[src/rtl/bitwise_gate_unit.sv]
// rtl/bitwise_gate_unit.sv - registered WIDTH-bit bitwise logic unit with AND-accumulate bursts
// Stream in, one registered result stage out; op 7 folds beats until in_last.
module bitwise_gate_unit #(
  parameter int WIDTH = 8,
  parameter int CNT_W = 8
) (
  input  logic             clk,
  input  logic             rst_n,
  input  logic             in_valid,
  output logic             in_ready,
  input  logic [WIDTH-1:0] in_a,
  input  logic [WIDTH-1:0] in_b,
  input  logic [2:0]       in_op,
  input  logic             in_last,
  output logic             out_valid,
  input  logic             out_ready,
  output logic [WIDTH-1:0] out_f,
  output logic [CNT_W-1:0] out_cnt,
  output logic             out_err
);

  typedef enum logic {IDLE, ACCUM} state_t;

  localparam logic [CNT_W-1:0] CNT_ONE = {{(CNT_W-1){1'b0}}, 1'b1};
  localparam logic [CNT_W-1:0] CNT_MAX = '1;
  localparam logic [2:0]       OP_ACC  = 3'd7;

  state_t           state_q, state_d;
  logic [WIDTH-1:0] acc_q, acc_d;
  logic [CNT_W-1:0] cnt_q, cnt_d;

  logic             accept;
  logic             emit;
  logic [WIDTH-1:0] f_new;
  logic [CNT_W-1:0] cnt_new;
  logic             err_new;
  logic [WIDTH-1:0] logic_res;
  logic [WIDTH-1:0] and_ab;

  assign in_ready = rst_n && (!out_valid || out_ready);
  assign accept   = in_valid && in_ready;
  assign and_ab   = in_a & in_b;

  always_comb begin
    logic_res = and_ab;
    case (in_op)
      3'd0:    logic_res = and_ab;
      3'd1:    logic_res = in_a | in_b;
      3'd2:    logic_res = in_a ^ in_b;
      3'd3:    logic_res = ~and_ab;
      3'd4:    logic_res = ~(in_a | in_b);
      3'd5:    logic_res = ~(in_a ^ in_b);
      3'd6:    logic_res = ~in_a;
      default: logic_res = and_ab;
    endcase
  end

  always_comb begin
    state_d = state_q;
    acc_d   = acc_q;
    cnt_d   = cnt_q;
    emit    = 1'b0;
    f_new   = '0;
    cnt_new = '0;
    err_new = 1'b0;
    if (accept) begin
      if (in_op == OP_ACC) begin
        if (state_q == IDLE) begin
          acc_d = and_ab;
          cnt_d = CNT_ONE;
        end else begin
          acc_d = acc_q & and_ab;
          cnt_d = (cnt_q == CNT_MAX) ? CNT_MAX : cnt_q + CNT_ONE;
        end
        if (in_last) begin
          emit    = 1'b1;
          f_new   = acc_d;
          cnt_new = cnt_d;
          state_d = IDLE;
        end else begin
          state_d = ACCUM;
        end
      end else if (state_q == ACCUM) begin
        // Non-accumulate op mid-burst: report the abort, drop the beat itself.
        emit    = 1'b1;
        err_new = 1'b1;
        cnt_new = cnt_q;
        state_d = IDLE;
      end else begin
        emit    = 1'b1;
        f_new   = logic_res;
        cnt_new = CNT_ONE;
      end
    end
  end

  always_ff @(posedge clk) begin
    if (!rst_n) begin
      state_q   <= IDLE;
      acc_q     <= '0;
      cnt_q     <= '0;
      out_valid <= 1'b0;
      out_f     <= '0;
      out_cnt   <= '0;
      out_err   <= 1'b0;
    end else begin
      state_q <= state_d;
      acc_q   <= acc_d;
      cnt_q   <= cnt_d;
      if (emit) begin
        out_valid <= 1'b1;
        out_f     <= f_new;
        out_cnt   <= cnt_new;
        out_err   <= err_new;
      end else if (out_ready) begin
        out_valid <= 1'b0;
      end
    end
  end

endmodule

[config.mk]
export PLATFORM = sky130hd
export DESIGN_NAME = bitwise_gate_unit
export DESIGN_NICKNAME = d
export VERILOG_FILES = /design/src/rtl/bitwise_gate_unit.sv
export SDC_FILE = /design/constraint.sdc
export NUM_CORES = 1
export LEC_CHECK = 0
export CORE_MARGIN = 8
export CORE_UTILIZATION = 41
export DETAILED_ROUTE_END_ITERATION = 8
export HOLD_SLACK_MARGIN = 0.15
export MAX_ROUTING_LAYER = met4
export PLACE_DENSITY = 0.74
export SYNTH_ARGS = -nofsm -noshare
export SYNTH_HDL_FRONTEND = slang
export SYNTH_SLANG_ARGS = --single-unit
[constraint.sdc]
create_clock -name clk -period 1.9 [get_ports clk]
set_clock_uncertainty 0.15 [all_clocks]
set_input_delay 0.19 -clock clk [delete_from_list [all_inputs] [get_ports clk]]
set_output_delay 0.19 -clock clk [all_outputs]
set_load 0.1 [all_outputs]
* Word-level counts from Yosys, hierarchy flattened
Cells that the tools add are included.
** Operators by class
- Add/subtract/negate cells :: 1
- Equality and inequality tests :: 8
- Muxes and demuxes :: 22
- Bitwise gates (word level) :: 8
- Reduce and logical (&&, ||, !) cells :: 6
** Operators by type and width (count)
- 2-to-1 mux 8 bit :: 11
- one-hot mux 8 bit (6 select lines) :: 1
- NOT 8 bit :: 4
- AND 8 bit :: 2
- == test 3 bit (second input constant) :: 4
- 2-to-1 mux 1 bit :: 10
- adder 8 x 1 -> 8 bit (second input constant) :: 1
- == test 8 bit (second input constant) :: 1
- OR 8 bit :: 1
- XOR 8 bit :: 1
- == test 3 x 2 -> 1 bit (second input constant) :: 2
- == test 3 x 1 -> 1 bit (second input constant) :: 1
- logical AND 1 bit :: 2
- AND reduction 2 bit :: 1
- nonzero test 2 bit :: 1
- logical NOT 1 bit :: 1
- logical OR 1 bit :: 1
** Word-level totals
- Register bits after elaboration :: 35
- Input bits :: 24
- Output and inout port bits :: 19
- Word-level logic and storage cells :: 52

* Logic depth before layout (Yosys ltp)
Gate-level depths: netlist of run 1.
- Depth after elaboration :: 6
- Gate-level depth with buffers :: 8
- Depth with buffers taken out :: 7

* Worst setup path before layout of run 1
OpenSTA, ideal clock, no wires.
- Path type :: register -> register
- Start :: register out_valid
- End :: register out_f[3]
- Library setup time :: 122 ps
- Arrival :: 2027 ps
- Required time :: 1628 ps
- Setup slack :: -399 ps
- Stages on the path, launching flop included :: 6
- Path buffers :: 1
- Period minus slack after synthesis :: 2299 ps
- Cells stage by stage :: dfxtp_1 nand2b_1 and2_1 and3_1 clkbuf_1 a221o_1
** Between the ends
- Cells in the longest elaborated chain, start to end :: 5
- Elaborated cells on any way between the ends :: 6
- Classes of those cells :: mux (2); reduce/logical (4)
** Ends and longest elaborated chain
- from (decl) :: line 15 : output logic out_valid,
- from (signal assigned) :: line 102 : out_valid <= 1'b0;
- from (signal assigned) :: line 111 : out_valid <= 1'b1;
- from (signal assigned) :: line 116 : out_valid <= 1'b0;
- logical NOT 1 bit * :: line 40 : assign in_ready = rst_n && (!out_valid || out_ready);
- logical OR 1 bit * :: line 40
- logical AND 1 bit * :: line 40
- logical AND 1 bit * :: line 41 : assign accept = in_valid && in_ready;
- 2-to-1 mux 8 bit or 2-to-1 mux 1 bit (tied branches) :: line 66 : if (accept) begin
- to (signal assigned) :: line 112 : out_f <= f_new;
- to (decl) :: line 17 : output logic [WIDTH-1:0] out_f,
Every way passes the cells marked *; elsewhere a longest branch is shown, timed or not.
A chain may end at the register's enable or synchronous reset.

* Worst setup path after layout of run 1
- Start :: register cnt_q[1]
- End :: register out_cnt[0]
** Between the ends
- Cells in the longest elaborated chain, start to end :: 6
** Ends and longest elaborated chain
- from (decl) :: line 30 : logic [CNT_W-1:0] cnt_q, cnt_d;
- from (signal assigned) :: line 109 : cnt_q <= cnt_d;
- == test 8 bit :: line 73 : cnt_d = (cnt_q == CNT_MAX) ? CNT_MAX : cnt_q + CNT_ONE;
- 2-to-1 mux 8 bit :: line 73
- 2-to-1 mux 8 bit :: line 68 : if (state_q == IDLE) begin
- 2-to-1 mux 8 bit :: line 75 : if (in_last) begin
- 2-to-1 mux 8 bit :: line 67 : if (in_op == OP_ACC) begin
- 2-to-1 mux 8 bit :: line 66
- to (signal assigned) :: line 113 : out_cnt <= cnt_new;
- to (decl) :: line 18 : output logic [CNT_W-1:0] out_cnt,
No other way between the ends.

==> results of run 1 <==
## tightest hold or removal path, stage by stage, from the launching register on
cell and delay (ns):
dfxtp_1 0.33, nand2_1 0.05, o221ai_1 0.05
## cells in the mapped netlist, drive strengths merged, types with 4 or more instances
master	instances
o221ai	4
inv	20
o21ai	31
mux2i	8
nor2	17
o211ai	12
nor3b	5
a21boi	4
and3	6
nor2b	7
ha	17
nand2b	4
nand3	12
buf	11
clkbuf	12
o221a	4
nand2	26
a21oi	35
dfxtp	35
and2	4
## area by class of cell
class / instances / area [um^2] / share of cell area, %
Tap cell: 75 / 93.84 / 2.869
Timing Repair Buffer: 90 / 749.5 / 22.92
Inverter: 20 / 75.07 / 2.295
Sequential cell: 35 / 705.7 / 21.58
Clock buffer: 8 / 100.1 / 3.060
Multi-Input combinational cell: 232 / 1546 / 47.28
## power by group through the flow
stage               Sequential [mW]  Combinational (mW)  Clock, mW
floorplan                     0.990               0.233          0
global route                  0.784               0.697      0.657
CTS                           0.781               0.650      0.617
finish                        0.781               0.651      0.594
detailed placement            0.798               0.645          0
global placement              0.797               0.632          0
## logic make-up after synthesis
| group | after synthesis | synth area share (%) |
|---|---|---|
| mux | 10 | 4.888 |
| flops | 35 | 29.12 |
| simple gates | 89 | 18.72 |
| fa+ha+maj | 17 | 8.840 |
| xor+xnor | 1 | 0.3641 |
| compound gates | 115 | 30.27 |
| buf+inv | 43 | 7.800 |
## routing by layer
metal / track usage, % / vias up
met3: 3.803 / 7
li1: - / 1276
met5: - / -
met4: 4.966 / 0
met1: 18.68 / 1160
met2: 25.80 / 82
## final timing paths
| kind | end | from | slack [ns] | cells past startpoint |
|---|---|---|---|---|
| worst max register to register | out_cnt[0] | cnt_q[1] | 0.14 | 6 |
| worst min register to register | out_f[2] | out_f[2] | 0.33 | 2 |
| worst min-delay path | out_f[2] | out_f[2] | 0.33 | 2 |
| worst max-delay path | out_cnt[0] | cnt_q[1] | 0.14 | 6 |
## sequential cells by signal, summed over array words and instances (netlist names)
name       cells
cnt_q          8
out_valid      1
out_cnt        8
out_err        1
state_q        1
acc_q          8
out_f          8
## what timing repair did
action                                  4_1_cts  5_1_grt
resized for setup                             4        8
hold buffers                                  0        0
gates cloned                                  0        0
endpoints found under the setup margin        1       13
==> qor.csv, run 1 <==
metric;value;unit
Synth area leaders;dfxtp_1 29%, ha_1 8.8%, a21oi_1 7.3%;
Worst setup EP type;flop;
core area;5781;um^2
Starting DRT DRC Count;145;
vias;2525;
Cell Rows;28;
Final Cycle Share;92.77;%
n_diodes;0;
syn_area_per_cell;7.761;um^2
Max Root-Sink Buffers;2;
Final TNS setup;0;ns
antenna-violating nets left;0;
Psw;689.0;uW
most frequent cells in the layout;66 x buf_4, 35 x a21oi_1, 33 x dfxtp_1;
Fillers;548;
Mapped Cells;310;
ys async rst share;0;%
commonest non-fill, non-tap cell in the layout;buf_4;
Net Count, Synth;351;
Die Width;92.61;um
cell area power density;619.4;nW/um^2
CP max stage delay;0.39;ns
post-CTS setup buffers;0;
Crit Path Category;flop to flop;
area grow syn2layout;35.93;%
WL met1;2889;um
highest metal used;met4;
CP required;1.96;ns
non-filler cells, final;460;
CP top delay family;simple AND/OR/NAND/NOR gates;
sequential power share;38.5;%
max cap viols;0;
min-delay worst type;flop to flop;
critical path arrival;1.82;ns
die height;92.61;um
minimum clock period after layout;1.763;ns
Pleak;1.416;nW
RSZ-0062 raised after global routing;false;
DRT Pass-1 Iters;4;
hold slack;0.3267;ns
largest net degree at the start of global routing;31;
maximum fanout along the worst path;6;
Yosys top cell by area;dfxtp_1;
buffers added on ports;42;
dpl ws;-0.4465;ns
Pins Over Slew Limit;0;
synthesized area;2406;um^2
gp weighted congestion;0.8976;
metal2 WL;3134;um
CP Launch Type;flop;
synth unique cells;48;
Die Area;8576;um^2
Final Instance Area;3271;um^2
DP Cell Count;452;
setup ws final;0.1373;ns
residual DRC count;0;
area share of the largest cell type after synthesis;29.12;%
dpl hpwl;4984;um
Post-Route Utilization;56.58;%
power consumption;2.026;mW
status;finished clean;
vias per cell;5.489;
slowest CP cell;dfxtp_2;
Worst-Margin Slew;0.3140;ns
overall routing resource usage;15.78;%
Num CTS Buffers;5;
vias in the first global route;2407;
met3 wire len;463;um
cell mode on critical path;nand3_1;
nets;425;
Worst Path Buf+Inv;0;
EDFF count, synth;0;
Placement Cell Area;3137;um^2
Reg clk slew, reported paths;0.07;ns
H-tree depth;2;
Syn. warnings;0;
Initial Utilization;41.62;%
Gate power share;32.1;%
post-synthesis sequential area ratio;29.12;%
clock root cell;clkbuf_8;
Final Hold Vio Count;0;
crit path cell chain;ha_2, nand3_1, or2_2, nand3_1, o21ai_0, a31oi_1;
layout cell share with drive strength beyond 1;24.42;%
synthesized flop and latch total;35;
first-pass GRT wire length;11010;um
fmax;0.5673;GHz
initial antenna violation count;0;
clock tree sinks;35;
Rel. slew slack;78.80;%
CTS tree;done;
Pint;1.337;mW
worst vdd ir;430.6;uV
fraction of power consumed by the clock network;29.3;%
total grt overflow;0;
IO Pins;43;
Sw Ratio;34.01;%
setup violators final;0;
prevailing post-synth register cell;dfxtp_1;
DR WL/cell;14.25;um
Routed Wire Length;6556;um
Clock Latency Late Sink;0.29;ns
Power figures use the tool's default switching activity.
==> inputs of run 2 (changes only) <==
--- a/config.mk
+++ b/config.mk
@@ -5,6 +5,7 @@
 export SDC_FILE = /design/constraint.sdc
 export NUM_CORES = 1
 export LEC_CHECK = 0
+export CAP_MARGIN = 20
 export CORE_MARGIN = 8
 export CORE_UTILIZATION = 41
 export DETAILED_ROUTE_END_ITERATION = 8
==> results of run 2 <==
Final layout, timing and power as in run 1 (identical DEF).
==> variant 1, RTL diff (config.mk and constraints of run 2) <==
The parameter `WIDTH` goes from 8 to 6.
--- a/src/rtl/bitwise_gate_unit.sv
+++ b/src/rtl/bitwise_gate_unit.sv
@@ -3,3 +3,3 @@
 module bitwise_gate_unit #(
-  parameter int WIDTH = 8,
+  parameter int WIDTH = 6,
   parameter int CNT_W = 8
Interface: changed (resized in_a, in_b and out_f); port bits go from 43 to 37. The function was not compared with the original's and may differ.
==> variant 1 against run 2 <==
- power is 11% lower
- largest cell class unchanged
- sequential cell count shrank 4
- sequential share of layout area rose by 0.054 points
- final area shrank 12%
- register-to-register slack improved by 0.08 ns
- critical endpoint is now out_f[0]
- sequential power fell by 12%
- synthesized area down 11%
- setup slack got worse by 0.016 ns
- wire length down 11%
- core utilization grew 0.30 points
- non-clock buffer count is 10 lower
==> variant 1: results (changes against run 2) <==
stage,metric,value,unit,change
final_layout,Non-Filler Instances,400,,was 460
final_layout,Nets,362,,was 425
worst_setup_path,critical path's top delay family,compound AO/OA/AOI/OAI gates,,was simple AND/OR/NAND/NOR gates
worst_setup_path,slowest cell on the critical path,clkdlybuf4s50_1,,was dfxtp_2
grt,global-route wire length before repair,9.798,mm,was 11.01 mm
grt,GRT Overall Usage,16.16,%,was 15.78%
grt,largest net degree at the start of global routing,28,,was 31
synthesis,mux cell area share after synthesis,1.869,%,was 4.888%
synthesis,Post-Synth Adder-Cell Area,7.593,%,was 8.840%
synthesis,"top cells by area, synth","dfxtp_1 29%, ha_1 7.6%, a21oi_1 7.2%",,"was dfxtp_1 29%, ha_1 8.8%, a21oi_1 7.3%"
detailed_routing,routed wire length,5.858,mm,was 6.556 mm
place,Worst Setup Slack post-DPL,-0.2127,ns,was -0.4465 ns
synthesis,synth unique cells,57,,was 48
detailed_routing,vias per cell,5.550,,was 5.489
synthesis,synth cell count leaders,"31 x a21oi_1, 31 x dfxtp_1, 19 x inv_1, 19 x o21ai_0, 15 x nor2_1",,"was 35 x a21oi_1, 35 x dfxtp_1, 30 x o21ai_0"
worst_setup_path,"Max FO, Critical Path",3,,was 6
timing,Worst Max-Slew Pin Slew,0.3753,ns,was 0.3140 ns
final_layout,# fillers,494,,was 548
worst_setup_path,worst path arrival time,1.85,ns,was 1.82 ns
place,Placed Cells,392,,was 452
status,status,finished clean,,unchanged
detailed_routing,Iteration-0 DRC Markers,87,,was 145
synthesis,Synth Area in Compound Gates,31.54,%,was 30.27%
power,Static Leak,1.244,nW,was 1.416 nW
place,HPWL after DPL,4.493,mm,was 4.984 mm
final_layout,share of layout cells above drive strength 1,26.67,%,was 24.42%
synthesis,"Seq/Total Area, Yosys",28.97,%,was 29.12%
synthesis,Post-Syn Nets,296,,was 351
-- variant 1: cell count changes after synthesis, sizes merged, moves of 5 or more --
cell | run 2 | this run
nand2 | 26 | 9
o21ai | 31 | 20
o211ai | 12 | 3
clkbuf | 12 | 5
a31oi | 3 | 8
buf | 11 | 16
-- variant 1: path summary, 6_finish.rpt --
| check | start | to | slack (ns) | cells after the start |
|---|---|---|---|---|
| worst max-delay path | in_a[0] | out_f[0] | 0.12 | 7 |
| worst min-delay path | out_cnt[6] | out_cnt[6] | 0.32 | 2 |
| worst max register to register | cnt_q[4] | out_cnt[7] | 0.22 | 5 |
| worst min register to register | out_cnt[6] | out_cnt[6] | 0.32 | 2 |
-- variant 1: layer usage --
layer / global-route usage (%) / wire, µm / vias up
li1: - / - / 1110
met1: 17.14 / 2665 / 1068
met2: 29.67 / 2969 / 32
met3: 2.693 / 143 / 10
met4: 5.069 / 79 / 0
met5: - / 0 / -
-- variant 1: where the power goes --
part,internal (mW),switching [mW]
Sequential,0.676,0.0150
Clock,0.330,0.247
Combinational,0.197,0.343
Total,1.20,0.604
-- variant 1: area by class of cell --
type	instances	area share (%)
multi-input cells	191	45.95
repair buffers	80	23.32
flip-flops and latches	31	21.63
clock buffers	8	3.468
well taps	70	3.034
inverters	20	2.601
-- variant 1: per-stage QoR --
| step | area (µm²) | hold slack (ns) | power (mW) |
|---|---|---|---|
| after floorplan | 2146 | 0.2366 | 1.064 |
| after detailed placement | 2776 | 0.3130 | 1.240 |
| after global routing | 2887 | 0.3489 | 1.881 |
| after CTS | 2877 | 0.3218 | 1.815 |
| after global placement | 2776 | 0.3072 | 1.231 |
| final | 2887 | 0.3182 | 1.808 |
==> variant 2, RTL diff (config.mk and constraints of run 2) <==
Without the edit above. Reset style: asynchronous (`rst_n`), changed in one clocked block.
--- a/src/rtl/bitwise_gate_unit.sv
+++ b/src/rtl/bitwise_gate_unit.sv
@@ -96,3 +96,3 @@
 
-  always_ff @(posedge clk) begin
+  always_ff @(posedge clk or negedge rst_n) begin
     if (!rst_n) begin
Behaviour: differs if rst_n is asserted again (counterexample within 4 cycles, from zero or initial values and one cycle with rst_n low); with rst_n held inactive, the same outputs for 4 cycles.
==> variant 2 against run 2 <==
- wire length increased by 19%
- sequential cell count unchanged
- synthesized area increased by 18%
- final area increased by 16%
- non-clock buffer count increased by 14
- setup slack got worse by 0.076 ns
- maximum frequency decreased by 4.1%
Power is not compared: it rests on default switching activity, and its combinational part moved more than twofold at a synthesized area within 25%.
==> variant 2: results (changes against run 2) <==
stage,metric,value,unit,change
place,Worst Setup Slack post-DPL,-0.2854,ns,was -0.4465 ns
timing,crit path time final,1.838,ns,was 1.763 ns
synthesis,asr flop ratio synth,100.0,%,was 0%
worst_setup_path,worst path arrival time,1.50,ns,was 1.82 ns
synthesis,xor and xnor area share after synthesis,0.6186,%,was 0.3640%
grt,vias in the first global route,2924,,was 2407
place,Placer Congestion,0.8896,,was 0.8976
synthesis,"top cells by area, synth","dfrtp_1 31%, ha_1 7.5%, inv_1 3.8%",,"was dfxtp_1 29%, ha_1 8.8%, a21oi_1 7.3%"
synthesis,cell count after synthesis,327,,was 310
worst_setup_path,RR Endpoint,out_f[4],,was out_cnt[0]
worst_setup_path,Critical path origin,out_valid,,was cnt_q[1]
detailed_routing,First-pass DRT Iterations,5,,was 4
worst_setup_path,slowest cell on the critical path,dfrtp_4,,was dfxtp_2
detailed_routing,Iteration-0 DRC Markers,115,,was 145
worst_hold_path,worst hold path type,in -> async,,was reg -> reg
timing,Rel. slew slack,64.89,%,was 78.80%
final_layout,share of layout cells above drive strength 1,25.97,%,was 24.42%
grt,M2 GR Usage,27.60,%,was 25.80%
place,Area after DPL,3654,µm²,was 3137 µm²
status,status,finished clean,,unchanged
detailed_routing,vias per cell,5.713,,was 5.489
grt,met1 Use GR,20.52,%,was 18.68%
final_layout,# fillers,619,,was 548
synthesis,Synth Area in Compound Gates,29.16,%,was 30.27%
detailed_routing,routed wire length,7.786,mm,was 6.556 mm
grt,routing usage on met3,3.282,%,was 3.803%
synthesis,synth unique cells,59,,was 48
==> variant 2: how the worst min path moves through the flow <==
stage | startpoint | end | cells after the start
2_1_floorplan | rst_n | acc_q[0] | 0
4_1_cts | rst_n | out_valid | 3
5_1_grt | rst_n | out_valid | 3
3_3_place_gp | rst_n | out_cnt[2] | 2
3_5_place_dp | rst_n | out_cnt[2] | 2
6_report | rst_n | out_valid | 3
==> variant 2: stage by stage <==
step	TNS, ns	util, %	power, mW	hold WS (ns)
detailed placement	-3.871	54.07	2.480	0.04940
global route	0	56.11	3.238	0.3122
floorplan	0	-	2.024	-0.2556
global placement	-2.408	54.07	2.453	0.04851
CTS	0	55.70	3.094	0.2739
finish	0	56.11	3.084	0.2736
==> variant 2: cell families after synthesis <==
family | Yosys count
muxes | 9
adders and majority gates | 17
AOI/OAI and AO/OA | 112
and+or+nand+nor | 96
DFF | 35
xor gates and xnor gates | 2
buffers and inverters | 56
==> variant 2: layout make-up <==
class                           instances  share of cell area (%)
Clock buffer                            8                   2.640
Inverter                               29                   2.871
Multi-Input combinational cell        236                   45.21
Sequential cell                        35                   23.20
Tap cell                               80                   2.640
Timing Repair Buffer                  104                   23.43
==> variant 2: worst register-to-register path: stages, from the launching register on <==
cell,delay [ns]
dfrtp_4,0.49
nand2b_1,0.23
o2111a_1,0.34
buf_12,0.18
nor2_1,0.05
a211oi_1,0.22
==> variant 2: routing by layer <==
| metal | vias to the layer above | routed length, µm |
|---|---|---|
| li1 | 1381 | - |
| met1 | 1339 | 3545 |
| met2 | 77 | 3732 |
| met3 | 14 | 384 |
| met4 | 0 | 123 |
| met5 | - | 0 |
==> variant 2: what timing repair did <==
| item | 4_1_cts | 5_1_grt |
|---|---|---|
| setup buffers | 0 | 0 |
| hold endpoints to repair | 35 | 0 |
| hold buffers | 1 | 0 |
| endpoints found under the setup margin | 0 | 4 |
| resized for setup | 0 | 3 |
==> variant 2: power by group through the flow <==
stage	Clock [mW]	Combinational, mW	Sequential (mW)
after floorplan	0	0.497	1.53
after global placement	0	1.44	1.01
after detailed placement	0	1.47	1.01
after CTS	0.619	1.47	1.00
after global routing	0.644	1.57	1.02
final	0.606	1.48	1.00
